## src/rtl/fpu_ss_prd_arbiter.sv

```systemverilog
// Round-robin arbiter sharing one predecoder among NumReq requesters, with a held response register.
// Optional grant statistics counters are enabled by defining FPU_SS_PRD_ARB_STATS_EN.
module fpu_ss_prd_arbiter #(
   parameter int unsigned NumReq     = 2,
   parameter int unsigned InstrWidth = 32
) (
   input  logic                         clk_i,
   input  logic                         rst_i,
   input  logic [NumReq-1:0]            q_valid_i,
   output logic [NumReq-1:0]            q_ready_o,
   input  logic [NumReq*InstrWidth-1:0] q_instr_i,
   output logic [NumReq-1:0]            p_valid_o,
   input  logic [NumReq-1:0]            p_ready_i,
   output logic                         p_accept_o,
   output logic                         p_writeback_o,
   output logic                         p_is_mem_op_o,
   output logic [2:0]                   p_use_rs_o,
   output logic [InstrWidth-1:0]        prd_instr_o,
   input  logic                         prd_accept_i,
   input  logic                         prd_writeback_i,
   input  logic                         prd_is_mem_op_i,
   input  logic [2:0]                   prd_use_rs_i
`ifdef FPU_SS_PRD_ARB_STATS_EN
   ,
   output logic [15:0]                  stat_acc_o,
   output logic [15:0]                  stat_rej_o
`endif
);

   localparam int unsigned IdxW = (NumReq > 1) ? $clog2(NumReq) : 1;

   typedef enum logic {IDLE, RESP} state_e;

   state_e                state;
   logic [IdxW-1:0]       rr_q;
   logic [IdxW-1:0]       owner;
   logic [IdxW-1:0]       winner;
   logic [IdxW-1:0]       idx;
   logic                  found;
   logic                  can_grant;
   logic                  grant;
   logic [InstrWidth-1:0] instr_arr [NumReq];

   for (genvar g = 0; g < NumReq; g++) begin : g_unpack
      assign instr_arr[g] = q_instr_i[g*InstrWidth +: InstrWidth];
   end

   // First valid requester in search order starting at rr_q.
   always_comb begin
      found  = 1'b0;
      winner = '0;
      idx    = '0;
      for (int i = 0; i < int'(NumReq); i++) begin
         idx = IdxW'((int'(rr_q) + i) % int'(NumReq));
         if (!found && q_valid_i[idx]) begin
            found  = 1'b1;
            winner = idx;
         end
      end
   end

   assign can_grant   = (state == IDLE) || p_ready_i[owner];
   assign grant       = can_grant && found && !rst_i;
   assign q_ready_o   = grant ? (NumReq'(1) << winner) : '0;
   assign prd_instr_o = grant ? instr_arr[winner] : '0;

   always_ff @(posedge clk_i) begin
      if (rst_i) begin
         state         <= IDLE;
         rr_q          <= '0;
         owner         <= '0;
         p_valid_o     <= '0;
         p_accept_o    <= 1'b0;
         p_writeback_o <= 1'b0;
         p_is_mem_op_o <= 1'b0;
         p_use_rs_o    <= 3'b000;
`ifdef FPU_SS_PRD_ARB_STATS_EN
         stat_acc_o    <= 16'h0000;
         stat_rej_o    <= 16'h0000;
`endif
      end else if (grant) begin
         state         <= RESP;
         owner         <= winner;
         rr_q          <= IdxW'((int'(winner) + 1) % int'(NumReq));
         p_valid_o     <= NumReq'(1) << winner;
         p_accept_o    <= prd_accept_i;
         p_writeback_o <= prd_writeback_i;
         p_is_mem_op_o <= prd_is_mem_op_i;
         p_use_rs_o    <= prd_use_rs_i;
`ifdef FPU_SS_PRD_ARB_STATS_EN
         if (prd_accept_i) begin
            if (stat_acc_o != 16'hFFFF) stat_acc_o <= stat_acc_o + 16'd1;
         end else begin
            if (stat_rej_o != 16'hFFFF) stat_rej_o <= stat_rej_o + 16'd1;
         end
`endif
      end else if (state == RESP && p_ready_i[owner]) begin
         // Response fields are kept; only the valid is withdrawn.
         state     <= IDLE;
         p_valid_o <= '0;
      end
   end

endmodule

```

## config.mk

```make
export PLATFORM = sky130hd
export DESIGN_NAME = fpu_ss_prd_arbiter
export DESIGN_NICKNAME = d
export VERILOG_FILES = /design/src/rtl/fpu_ss_prd_arbiter.sv
export SDC_FILE = /design/constraint.sdc
export NUM_CORES = 1
export LEC_CHECK = 0
export BUFFER_PORTS_ARGS = -buffer_cell sky130_fd_sc_hd__buf_2
export CAP_MARGIN = 20
export CORE_MARGIN = 3
export CORE_UTILIZATION = 40
export CTS_BUF_LIST = sky130_fd_sc_hd__clkbuf_4
export CTS_CLUSTER_DIAMETER = 200
export DETAILED_ROUTE_END_ITERATION = 16
export GPL_TIMING_DRIVEN = 0
export PLACE_DENSITY_LB_ADDON = 0.05
export SLEW_MARGIN = 25
export SYNTH_ARGS = -nofsm -noshare
export SYNTH_HDL_FRONTEND = slang
export SYNTH_SLANG_ARGS = --single-unit
```

## constraint.sdc

```tcl
create_clock -name clk_i -period 2.96 [get_ports clk_i]
set_clock_uncertainty 0.05 [all_clocks]
set_input_delay 0.148 -clock clk_i [delete_from_list [all_inputs] [get_ports clk_i]]
set_output_delay 0.148 -clock clk_i [all_outputs]
set_load 0.01 [all_outputs]
```

Yosys cells after proc, flatten, opt, wreduce, memory -nomap -nowiden
Cells that the tools add are included.

word-level totals
  logic and storage cells = 44
  output and inout bits = 42
  flip-flop bits (word level) = 11

cells by class
  order comparisons = 4
  multiplexer cells = 19
  bitwise gates (word level) = 2
  shift operators = 1
  reductions and logical operators = 8
  add/subtract/negate cells = 2

operators with widths
  operator             count
  $mux 32              4
  $mux 1               12
  $lt 1x2->1 const B   3
  $mux 2               3
  $logic_and 1x1->1    4
  $add 1x1->1 const B  2
  $ge 2x2->1 const B   1
  $logic_not 1->1      2
  $not 1->2            1
  $reduce_bool 2->1    1
  $shl 1x1->2 const A  1
  $logic_or 1x1->1     1
  $not 1->1            1

Depth between registers and ports, before layout
  depth in word-level cells = 11
  mapped depth = 6
  gate-level depth less buffers = 4

Least setup slack after synthesis
OpenSTA, ideal clock, no wires.

  path kind = reg2out
  start = register owner
  end = output port prd_instr_o[10]
  path buffers = 2
  stages on the path, launching flop included = 7
  setup slack = 1546 ps
  arrival time = 1216 ps
  data required time = 2762 ps
  cells stage by stage = dfxtp_1 > mux2i_2 > nand2_2 > nand2b_1 > buf_6 > buf_6 > nor2_1

between the ends
  cells in the longest elaborated chain, start to end = 6

RTL lines
  item                                       line  text
  from (decl)                                36    logic [IdxW-1:0] owner;
  from (signal assigned)                     83    owner <= winner;
  $mux 1 (implied by the code) (2 in a row)  62    assign can_grant = (state == IDLE) || p_ready_i[owner];
  $logic_or 1x1->1                           62
  $logic_and 1x1->1 (2 in a row)             63    assign grant = can_grant && found && !rst_i;
  $mux 32                                    65    assign prd_instr_o = grant ? instr_arr[winner] : '0;
  to (decl)                                  18    output logic [InstrWidth-1:0] prd_instr_o,

Every way passes these cells. The select of a mux whose other input is x is not followed.

Final worst setup path
  start = register owner
  end = output port prd_instr_o[26]

Same word-level chain as after synthesis.

==> flow_metrics.env <==
export IMPL_crit_arrival_ns=1.77
export IMPL_p_leak_nw=1.16
export IMPL_p_int_mw=0.351
export IMPL_switchingPower_mw=0.188
export IMPL_p_clk_share_pct=19.0
export IMPL_syn_avg_cell_area_sq_um=7.77
export IMPL_synth_compound_area_share_pct=7.53
export IMPL_ys_ff_latch=11
export IMPL_critical_path_buf_inv_count=3
export IMPL_power_density_nw_per_um2=289
export IMPL_period_needed_ns=1.97
export IMPL_whs_ns=0.0498
export IMPL_synthXorXnorAreaFrac_pct=0
export IMPL_cts_tree="done"
export IMPL_finalWeightedCongestion=0.725
export IMPL_cts_root_buf="clkbuf_4"
export IMPL_grt_pass1_wl_um=4930
export IMPL_seqPwrFrac_pct=31.2
export IMPL_maxCapViolCount=0
export IMPL_clockBufferDepth=2
export IMPL_nNetsFinal=354
export IMPL_critPathMaxFanout=10
export IMPL_post_cts_buffers=0
export IMPL_die_w_um=61.1
export IMPL_cp_common_cell="buf_6"
export IMPL_max_freq_mhz=508
export IMPL_ys_types=23
export IMPL_worst_slack_ns=0.991
export IMPL_cp_cell_sequence="mux2i_2 -> nand2_2 -> nand2b_1 -> buf_6 -> buf_6 -> nor2_1 -> buf_2"
export IMPL_crit_family="multiplexers"
export IMPL_endpoint="prd_instr_o[26]"
export IMPL_cts_buffers=3
export IMPL_hold_violations=0
export IMPL_synth_mux_area_fraction_pct=32.5
export IMPL_rows=19
export IMPL_grt_usage_pct=16.7
export IMPL_cts_hold_buf=0
export IMPL_ys_warnings_count=0
export IMPL_ctsHtreeMaxLevel=1
export IMPL_wl_per_cell_um=11.6
export IMPL_coreArea_sq_um=2830
export IMPL_io_pins=118
export IMPL_worstSetupStartpointType="register"
export IMPL_wl_um=3570
export IMPL_start_util_pct=42.9
export IMPL_crit_start="owner"
export IMPL_first_pass_iters=4
export IMPL_finalInstanceArea_sq_um=1860
export IMPL_syn2layout_area_growth_pct=53.8
export IMPL_end_kind="output port"
export IMPL_grt_pass1_vias=1141
export IMPL_status="finished, final reports clean"
export IMPL_cp_slowest_cell="mux2i_2"
export IMPL_worstMarginPinSlew_ns=0.405
export IMPL_synth_top_family_by_area="simple AND/OR/NAND/NOR gates"
export IMPL_synthSimpleGateAreaFrac_pct=32.6
export IMPL_final_common_cell="buf_2"
export IMPL_path_clk_slew_ns=0.07
export IMPL_cp_num_cells=7
export IMPL_finalSetupViolCount=0
export IMPL_grt_overflow_total=0
export IMPL_final_antenna_net_count=0
export IMPL_clock_sinks=11
export IMPL_relSlewSlack_pct=72.5
export IMPL_vias_per_cell=4.67
export IMPL_ctsResizeCount=0
export IMPL_drive_gt1_share_pct=48.7
export IMPL_num_vias=1437
export IMPL_dr_first_iter_drc_count=67
export IMPL_rsz0062_at_grt="no"
export IMPL_ys_seq_area_share_pct=18.2
export IMPL_drc_errors=0
export IMPL_fin_cells=308
export IMPL_synthAdderAreaFrac_pct=0
export IMPL_clk_latency_ns=0.27
export IMPL_pre_cts_ws_ns=1.29
export IMPL_grt_start_max_net_pins=11
export IMPL_switching_share_pct=34.8
export IMPL_syn_area_sq_um=1210
export IMPL_rr_startpoint="owner"
export IMPL_die_h_um=61.1
export IMPL_r2r_end="owner"
export IMPL_layout_common_cells="buf_2 (118), nor2_1 (40), mux2i_1 (38)"
export IMPL_pwr_share_comb_pct=49.8
export IMPL_dieArea_sq_um=3730
export IMPL_ff2ff_setup_slack_ns=1.53
export IMPL_netlist_instances=156
export IMPL_antennaDiodeCount=0
export IMPL_antenna_found_initial=0
export IMPL_reg2regPathDepth=5
export IMPL_finalCritPeriodShare_pct=66.5
export IMPL_syn_num_nets=232
export IMPL_ir_drop_mv=0.266
export IMPL_worstSetupPathType="register to output port"
export IMPL_crit_required_ns=2.76
export IMPL_place_inst=304
export IMPL_place_area_sq_um=1840
export IMPL_portBuffers=117
export IMPL_max_stage_delay_ns=0.42
export IMPL_hold_path_class="input port to register"
export IMPL_finalMaxSlewViolations=0
export IMPL_place_hpwl_um=2910
export IMPL_setup_tns_ns=0
==> layer usage <==
metal,up-vias,share of wire (%),GRT usage [%]
met3,2,11,2.94
met4,0,0.17,2.79
met5,-,0,0
li1,758,-,-
met1,616,38,20.1
met2,61,51,31.1
==> worst register-to-register path, delay by kind of cell (launching register included) <==
family | cells | cell delay (ns)
buffers and inverters | 1 | 0.14
AND/OR/NAND/NOR | 2 | 0.25
flip-flops | 1 | 0.37
multiplexers | 1 | 0.42
AO/OA/AOI/OAI | 1 | 0.08
==> cells by family after synthesis <==
family	count (synthesis)
flip-flops	11
AO/OA/AOI/OAI	12
buffers and inverters	14
multiplexers	39
AND/OR/NAND/NOR	80
==> worst min-delay path by stage <==
stage | start | end | slack, ns | cells after the start
floorplan | q_valid_i[1] | rr_q | 0.21 | 1
global placement | rst_i | owner | 0.33 | 2
detailed placement | rst_i | owner | 0.34 | 2
CTS | rst_i | owner | 0.05 | 2
global route | prd_accept_i | p_accept_o | 0.06 | 3
finish | rst_i | owner | 0.05 | 2
==> power groups by stage <==
stage / logic, mW / registers [mW] / clock network [mW]
3_5_place_dp: 0.271 / 0.172 / 0
2_1_floorplan: 0.162 / 0.175 / 0
3_3_place_gp: 0.268 / 0.171 / 0
4_1_cts: 0.272 / 0.168 / 0.103
5_1_grt: 0.298 / 0.170 / 0.110
6_report: 0.269 / 0.168 / 0.102
==> state kept, by name, summed over array words and instances, names as in the netlist <==
signal         count
state              1
p_use_rs_o         3
rr_q               1
p_is_mem_op_o      1
p_writeback_o      1
p_valid_o          2
owner              1
p_accept_o         1
==> cell type report <==
class | count | area [sq um]
Timing Repair Buffer | 117 | 586
Multi-Input combinational cell | 131 | 881
Clock inverter | 1 | 5.00
Fill cell | 286 | 965
Tap cell | 31 | 38.8
Buffer | 12 | 104
Sequential cell | 11 | 220
Clock buffer | 3 | 22.5
Inverter | 2 | 7.51
==> metrics by stage <==
step	util, %	power, mW
after floorplan	-	0.337
after global placement	64.9	0.439
after detailed placement	64.9	0.443
after CTS	65.9	0.543
after global routing	65.9	0.578
final	65.9	0.539
==> cells in the mapped netlist <==
| library cell | instances | area share [%] |
|---|---|---|
| a21o_1 | 2 | 1.2 |
| a21oi_1 | 4 | 1.7 |
| a21oi_4 | 1 | 1.3 |
| a2bb2oi_1 | 2 | 1.4 |
| a311oi_1 | 1 | 0.72 |
| and2_1 | 1 | 0.52 |
| buf_2 | 1 | 0.41 |
| buf_4 | 1 | 0.62 |
| buf_6 | 7 | 6.5 |
| clkbuf_1 | 2 | 0.62 |
| clkbuf_2 | 1 | 0.41 |
| dfxtp_1 | 11 | 18 |
| inv_1 | 2 | 0.62 |
| mux2i_1 | 38 | 31 |
| mux2i_2 | 1 | 1.1 |
| nand2_1 | 4 | 1.2 |
| nand2_2 | 1 | 0.52 |
| nand2b_1 | 1 | 0.52 |
| nor2_1 | 40 | 12 |
| nor2_4 | 1 | 0.93 |
| nor2b_1 | 32 | 17 |
| o21ai_1 | 1 | 0.41 |
| o32ai_1 | 1 | 0.72 |
Note: power is estimated with default switching activity, not from simulation.
